<file path="src/rtl/axis_stream_adapter.sv">
`default_nettype none
// ============================================================================
// Module   : axis_stream_adapter
// Purpose  : AXI-Stream beat packer into core words, plus a core-word FIFO
//            and a serialiser back out to AXI-Stream beats.
// Revision : 1.0 - initial release
// ============================================================================
module axis_stream_adapter #(
    parameter int INP_WIDTH  = 24,
    parameter int OUT_WIDTH  = 12,
    parameter int S_BYTES    = 1,
    parameter int M_BYTES    = 1,
    parameter int FIFO_DEPTH = 4
) (
    input  logic                          clk,
    input  logic                          arstn,
    input  logic [8*S_BYTES-1:0]          s_axis_tdata,
    input  logic                          s_axis_tvalid,
    input  logic                          s_axis_tlast,
    output logic                          s_axis_tready,
    output logic [INP_WIDTH-1:0]          core_inp,
    output logic                          core_inp_valid,
    input  logic                          core_inp_ready,
    input  logic [OUT_WIDTH-1:0]          core_out,
    input  logic                          core_out_valid,
    output logic                          core_out_ready,
    output logic [8*M_BYTES-1:0]          m_axis_tdata,
    output logic                          m_axis_tvalid,
    output logic                          m_axis_tlast,
    input  logic                          m_axis_tready,
    output logic                          frame_err,
    output logic [$clog2(FIFO_DEPTH):0]   fifo_count
);

    localparam int SW  = 8 * S_BYTES;
    localparam int IB  = (INP_WIDTH + SW - 1) / SW;
    localparam int IC  = IB * SW;
    localparam int IBW = (IB > 1) ? $clog2(IB) : 1;
    localparam int MW  = 8 * M_BYTES;
    localparam int OB  = (OUT_WIDTH + MW - 1) / MW;
    localparam int OC  = OB * MW;
    localparam int OBW = (OB > 1) ? $clog2(OB) : 1;
    localparam int PAD = OC - OUT_WIDTH;
    localparam int AW  = (FIFO_DEPTH > 1) ? $clog2(FIFO_DEPTH) : 1;
    localparam int CW  = $clog2(FIFO_DEPTH) + 1;

    typedef enum logic [0:0] {A_FILL = 1'b0, A_HOLD = 1'b1} asm_state_e;
    typedef enum logic [0:0] {S_IDLE = 1'b0, S_SEND = 1'b1} ser_state_e;

    // ------------------------------------------------------------------
    // Assembler
    // ------------------------------------------------------------------
    asm_state_e      asm_q, asm_d;
    logic [IC-1:0]   cont_q, cont_d, cont_next;
    logic [IBW-1:0]  icnt_q, icnt_d;
    logic            ferr_q, ferr_d;
    logic            s_hs;

    generate
        if (IB > 1) begin : g_shift_multi
            assign cont_next = {cont_q[IC-SW-1:0], s_axis_tdata};
        end else begin : g_shift_single
            assign cont_next = s_axis_tdata;
        end
    endgenerate

    assign s_hs = s_axis_tvalid && (asm_q == A_FILL);

    always_comb begin
        asm_d  = asm_q;
        cont_d = cont_q;
        icnt_d = icnt_q;
        ferr_d = 1'b0;
        case (asm_q)
            A_FILL: begin
                if (s_hs) begin
                    cont_d = cont_next;
                    if (icnt_q == IBW'(IB - 1)) begin
                        asm_d  = A_HOLD;
                        icnt_d = '0;
                    end else if (s_axis_tlast) begin
                        // short frame: drop the partial word and resync
                        icnt_d = '0;
                        ferr_d = 1'b1;
                    end else begin
                        icnt_d = icnt_q + 1'b1;
                    end
                end
            end
            A_HOLD: begin
                if (core_inp_ready) asm_d = A_FILL;
            end
            default: asm_d = A_FILL;
        endcase
    end

    always_ff @(posedge clk or negedge arstn) begin
        if (!arstn) begin
            asm_q  <= A_FILL;
            cont_q <= '0;
            icnt_q <= '0;
            ferr_q <= 1'b0;
        end else begin
            asm_q  <= asm_d;
            cont_q <= cont_d;
            icnt_q <= icnt_d;
            ferr_q <= ferr_d;
        end
    end

    assign s_axis_tready  = (asm_q == A_FILL);
    assign core_inp_valid = (asm_q == A_HOLD);
    assign core_inp       = cont_q[IC-1 -: INP_WIDTH];
    assign frame_err      = ferr_q;

    // ------------------------------------------------------------------
    // Output word FIFO
    // ------------------------------------------------------------------
    logic [OUT_WIDTH-1:0] mem_q [FIFO_DEPTH];
    logic [AW-1:0]        wp_q, rp_q;
    logic [CW-1:0]        cnt_q;
    logic                 push, pop, fifo_ne;

    assign core_out_ready = (cnt_q < CW'(FIFO_DEPTH));
    assign push           = core_out_valid && core_out_ready;
    assign fifo_ne        = (cnt_q != '0);

    always_ff @(posedge clk) begin
        if (push) mem_q[wp_q] <= core_out;
    end

    always_ff @(posedge clk or negedge arstn) begin
        if (!arstn) begin
            wp_q  <= '0;
            rp_q  <= '0;
            cnt_q <= '0;
        end else begin
            if (push) wp_q <= wp_q + 1'b1;
            if (pop)  rp_q <= rp_q + 1'b1;
            case ({push, pop})
                2'b10:   cnt_q <= cnt_q + 1'b1;
                2'b01:   cnt_q <= cnt_q - 1'b1;
                default: cnt_q <= cnt_q;
            endcase
        end
    end

    assign fifo_count = cnt_q;

    // ------------------------------------------------------------------
    // Serialiser
    // ------------------------------------------------------------------
    ser_state_e      ser_q, ser_d;
    logic [OC-1:0]   sh_q, sh_d, head_ext;
    logic [OBW-1:0]  ocnt_q, ocnt_d;
    logic            m_hs, last_beat;

    assign head_ext  = OC'(mem_q[rp_q]) << PAD;
    assign m_hs      = (ser_q == S_SEND) && m_axis_tready;
    assign last_beat = (ocnt_q == OBW'(OB - 1));

    always_comb begin
        ser_d  = ser_q;
        sh_d   = sh_q;
        ocnt_d = ocnt_q;
        pop    = 1'b0;
        case (ser_q)
            S_IDLE: begin
                if (fifo_ne) begin
                    pop    = 1'b1;
                    sh_d   = head_ext;
                    ocnt_d = '0;
                    ser_d  = S_SEND;
                end
            end
            S_SEND: begin
                if (m_hs) begin
                    if (last_beat && fifo_ne) begin
                        // back-to-back reload keeps the stream bubble-free
                        pop    = 1'b1;
                        sh_d   = head_ext;
                        ocnt_d = '0;
                    end else if (last_beat) begin
                        sh_d   = sh_q << MW;
                        ocnt_d = '0;
                        ser_d  = S_IDLE;
                    end else begin
                        sh_d   = sh_q << MW;
                        ocnt_d = ocnt_q + 1'b1;
                    end
                end
            end
            default: ser_d = S_IDLE;
        endcase
    end

    always_ff @(posedge clk or negedge arstn) begin
        if (!arstn) begin
            ser_q  <= S_IDLE;
            sh_q   <= '0;
            ocnt_q <= '0;
        end else begin
            ser_q  <= ser_d;
            sh_q   <= sh_d;
            ocnt_q <= ocnt_d;
        end
    end

    assign m_axis_tvalid = (ser_q == S_SEND);
    assign m_axis_tdata  = sh_q[OC-1 -: MW];
    assign m_axis_tlast  = (ser_q == S_SEND) && last_beat;

endmodule
`default_nettype wire

</file>
<file path="config.mk">
export PLATFORM = sky130hd
export DESIGN_NAME = axis_stream_adapter
export DESIGN_NICKNAME = d
export VERILOG_FILES = /design/src/rtl/axis_stream_adapter.sv
export SDC_FILE = /design/constraint.sdc
export NUM_CORES = 1
export LEC_CHECK = 0
export BUFFER_PORTS_ARGS = -buffer_cell sky130_fd_sc_hd__clkbuf_2
export CORE_UTILIZATION = 52
export CTS_BUF_LIST = sky130_fd_sc_hd__clkbuf_8
export CTS_CLUSTER_DIAMETER = 50
export DETAILED_ROUTE_END_ITERATION = 8
export GPL_TIMING_DRIVEN = 0
export PLACE_DENSITY = 0.76
export REMOVE_ABC_BUFFERS = 1
export SLEW_MARGIN = 20
export SYNTH_ARGS = -nofsm -noshare
export SYNTH_HDL_FRONTEND = slang
export SYNTH_SLANG_ARGS = --single-unit
export TNS_END_PERCENT = 100
</file>
<file path="constraint.sdc">
create_clock -name clk -period 2.3 [get_ports clk]
set_clock_uncertainty 0.15 [all_clocks]
set_input_delay 0.46 -clock clk [delete_from_list [all_inputs] [get_ports clk]]
set_output_delay 0.46 -clock clk [all_outputs]
set_load 0.02 [all_outputs]
</file>
==> impl_metrics.json <==
{
  "fmax_mhz": 473,
  "clkSlewWorstSetupHoldPaths_ns": 0.09,
  "setup_viol": 0,
  "status": "finished, violations left",
  "cts_buffer_depth": 2,
  "setup_slack_ns": 0.188,
  "synth_top_area_share": 0.367,
  "ys_top_cells_by_area": "edfxtp_1 37%, dfrtp_1 31%, nand2_1 7.2%, mux4_2 5.7%, a22o_1 2.0%",
  "cp_max_fo": 10,
  "synthCells": 278,
  "htreeDepth": 3,
  "drt-vias-per-instance": 5.14,
  "criticalPathCategory": "reg2reg",
  "yosys-top-cells-count": "75 x nand2_1, 49 x dfrtp_1, 48 x edfxtp_1, 13 x inv_1, 10 x mux4_2",
  "leakage_nw": 2.00,
  "cts.sinks": 97,
  "grt_usage": 0.182,
  "diodes": 0,
  "post-route-cell-area_um2": 4460,
  "place_congestion": 0.703,
  "synth_seq_area_share": 0.680,
  "start_util": 0.541,
  "netlist_area_um2": 3920,
  "syn2layout_area_growth_pct": 13.8,
  "hold_viol_final": 2,
  "routedWlPerCell_um": 14.8,
  "drtIter0Drc": 141,
  "violations": "negative hold slack",
  "drt_wl_total_um": 6520,
  "yosysTopAreaCell": "edfxtp_1",
  "startpoint_type": "register",
  "dpl.hpwl_um": 4340,
  "grt_pass1_vias": 2141,
  "reg2reg_from": "m_axis_tvalid",
  "yosysWarnings": 0,
  "worst_pin_slew_ns": 1.00,
  "synth.distinct_cells": 34,
  "final_cells": 441,
  "core_area_um2": 7250,
  "async_reset_ff_frac": 0.505,
  "clk_latency_ns": 0.36,
  "power_density_nw_per_um2": 1260,
  "io_pins": 68,
  "synth_most_common_cell": "nand2_1",
  "synth_ff_type": "dfrtp_1",
  "period_share": 0.918,
  "drive_gt1_frac": 0.289,
  "firstDrtPassIters": 4,
  "die_x_um": 88.9,
  "synth_seq_cells": 97,
  "finalCriticalPeriod_ns": 2.11,
  "rows": 31,
  "grt-ovfl-total": 0,
  "setup_tns_ns": 0,
  "drv_slew": 0,
  "drc_errors": 0,
  "drtAntennaViolNets": 0,
  "grt_max_degree": 50,
  "swShare": 0.369,
  "cts_made_buffers": 9,
  "die_h_um": 88.9,
  "timing.critical_path.required_ns": 2.44,
  "grt_first_pass_wirelength_um": 10300,
  "intPower_mw": 3.54,
  "worstHoldPathType": "in2async",
  "ir_drop_v": 0.000662,
  "port_buffers": 67,
  "cp-end-kind": "register",
  "place_area_um2": 4260,
  "place_ws_ns": -0.703,
  "switchingPower_mw": 2.07,
  "fin_hold_ws_ns": -0.00134,
  "power_frac_comb": 0.327,
  "dieArea_um2": 7890,
  "rsz0062_at_grt": "no",
  "power_frac_seq": 0.486,
  "via_count": 2266,
  "synth_edf_count": 48,
  "startpoint": "m_axis_tvalid",
  "nets": 371,
  "dpl.cell_count": 424,
  "max_cap_viol_count": 0,
  "max_slew_margin": 0.333,
  "power.share.clock": 0.187,
  "syn_area_per_cell_um2": 14.1,
  "tritoncts": "done",
  "fillers": 586,
  "cts_root_buffer": "clkbuf_8",
  "worstPathArrival_ns": 2.25,
  "antenna_found_initial": 0
}
## cell type report
type / instances / area [um2] / area share
clock buffer: 10 / 138 / 0.0308
multi-input combinational: 147 / 1070 / 0.240
inverter: 13 / 48.8 / 0.0109
tap: 99 / 124 / 0.0277
timing repair buffer: 69 / 360 / 0.0807
sequential: 97 / 2670 / 0.598
clock inverter: 6 / 55.1 / 0.0123
## power groups by stage
stage | clock network, mW | registers (mW) | logic [mW]
2_1_floorplan | 0 | 3.02 | 0.914
3_3_place_gp | 0 | 2.75 | 1.77
3_5_place_dp | 0 | 2.77 | 1.84
4_1_cts | 1.08 | 2.73 | 1.86
5_1_grt | 1.15 | 2.80 | 2.05
6_report | 1.05 | 2.72 | 1.83
## cells by family (layout without fill, tap and decap cells)
logic type / Yosys count / in the layout / share of synthesized area
and+or+nand+nor: 98 / 98 / 0.116
DFF: 97 / 97 / 0.680
buffers and inverters: 34 / 98 / 0.0494
AOI/OAI and AO/OA: 23 / 23 / 0.0434
muxes: 13 / 13 / 0.0734
adders and majority gates: 7 / 7 / 0.0242
xor gates and xnor gates: 6 / 6 / 0.0134
## registers in the layout (all words and copies together), names as in the netlist
name            count
core_inp_valid      1
m_axis_tvalid       1
wp_q                2
sh_q               12
last_beat           1
icnt_q              2
mem_q              48
core_inp           24
rp_q                2
frame_err           1
fifo_count          3
## worst max-delay path, cell delays in order (launching register included)
cell and delay (ns):
dfrtp_1 0.48, a21bo_2 0.25, nor2b_4 0.15, ha_1 0.19, inv_1 0.06, fa_1 0.38
xor2_1 0.15, nor2_1 0.11, xnor2_1 0.12
## cell usage in the layout, fill, tap and decap left out, types with 2 or more instances in the layout
cell type and instances:
a211oi_1 4, a21oi_1 4, a22o_1 9, and2_1 5
and4b_1 4, clkbuf_2 66, clkbuf_8 10, clkinvlp_4 2
dfrtp_1 49, edfxtp_1 48, ha_1 6, inv_1 13
inv_6 2, inv_8 2, mux4_1 2, mux4_2 10
nand2_1 75, nand2b_1 2, nor2b_1 2, o21ai_0 3
or4_1 2, xnor2_1 3, xor2_1 3
## layer usage
metal	global-route usage	wire length [um]	up-vias
li1	-	-	1081
met1	0.232	2990	1094
met2	0.297	3020	81
met3	0.0401	415	10
met4	0.0894	84	0
met5	0	0	-
## timing repair
item | CTS | global route
buffers inserted | 1 | 0
resized for setup | 2 | 0
endpoints found under the setup margin | 3 | 0
hold buffers | 0 | 0
## stage by stage
| step | power [mW] | util |
|---|---|---|
| 3_5_place_dp | 4.61 | 0.587 |
| 2_1_floorplan | 3.93 | - |
| 3_3_place_gp | 4.52 | 0.584 |
| 6_report | 5.61 | 0.615 |
| 5_1_grt | 6.00 | 0.615 |
| 4_1_cts | 5.67 | 0.615 |
## worst paths after layout
check | to | slack (ns) | cells after the start
setup / recovery | fifo_count[2] | 0.19 | 8
hold / removal | core_inp[6] | -0.001 | 1
setup reg to reg | fifo_count[2] | 0.19 | 8
hold reg to reg | core_inp[19] | 0.33 | 2
max in group asynchronous | sh_q[4] | 1.56 | 1
min in group clk | core_inp_valid | 0.14 | 2
Note: power is estimated with default switching activity, not from simulation.
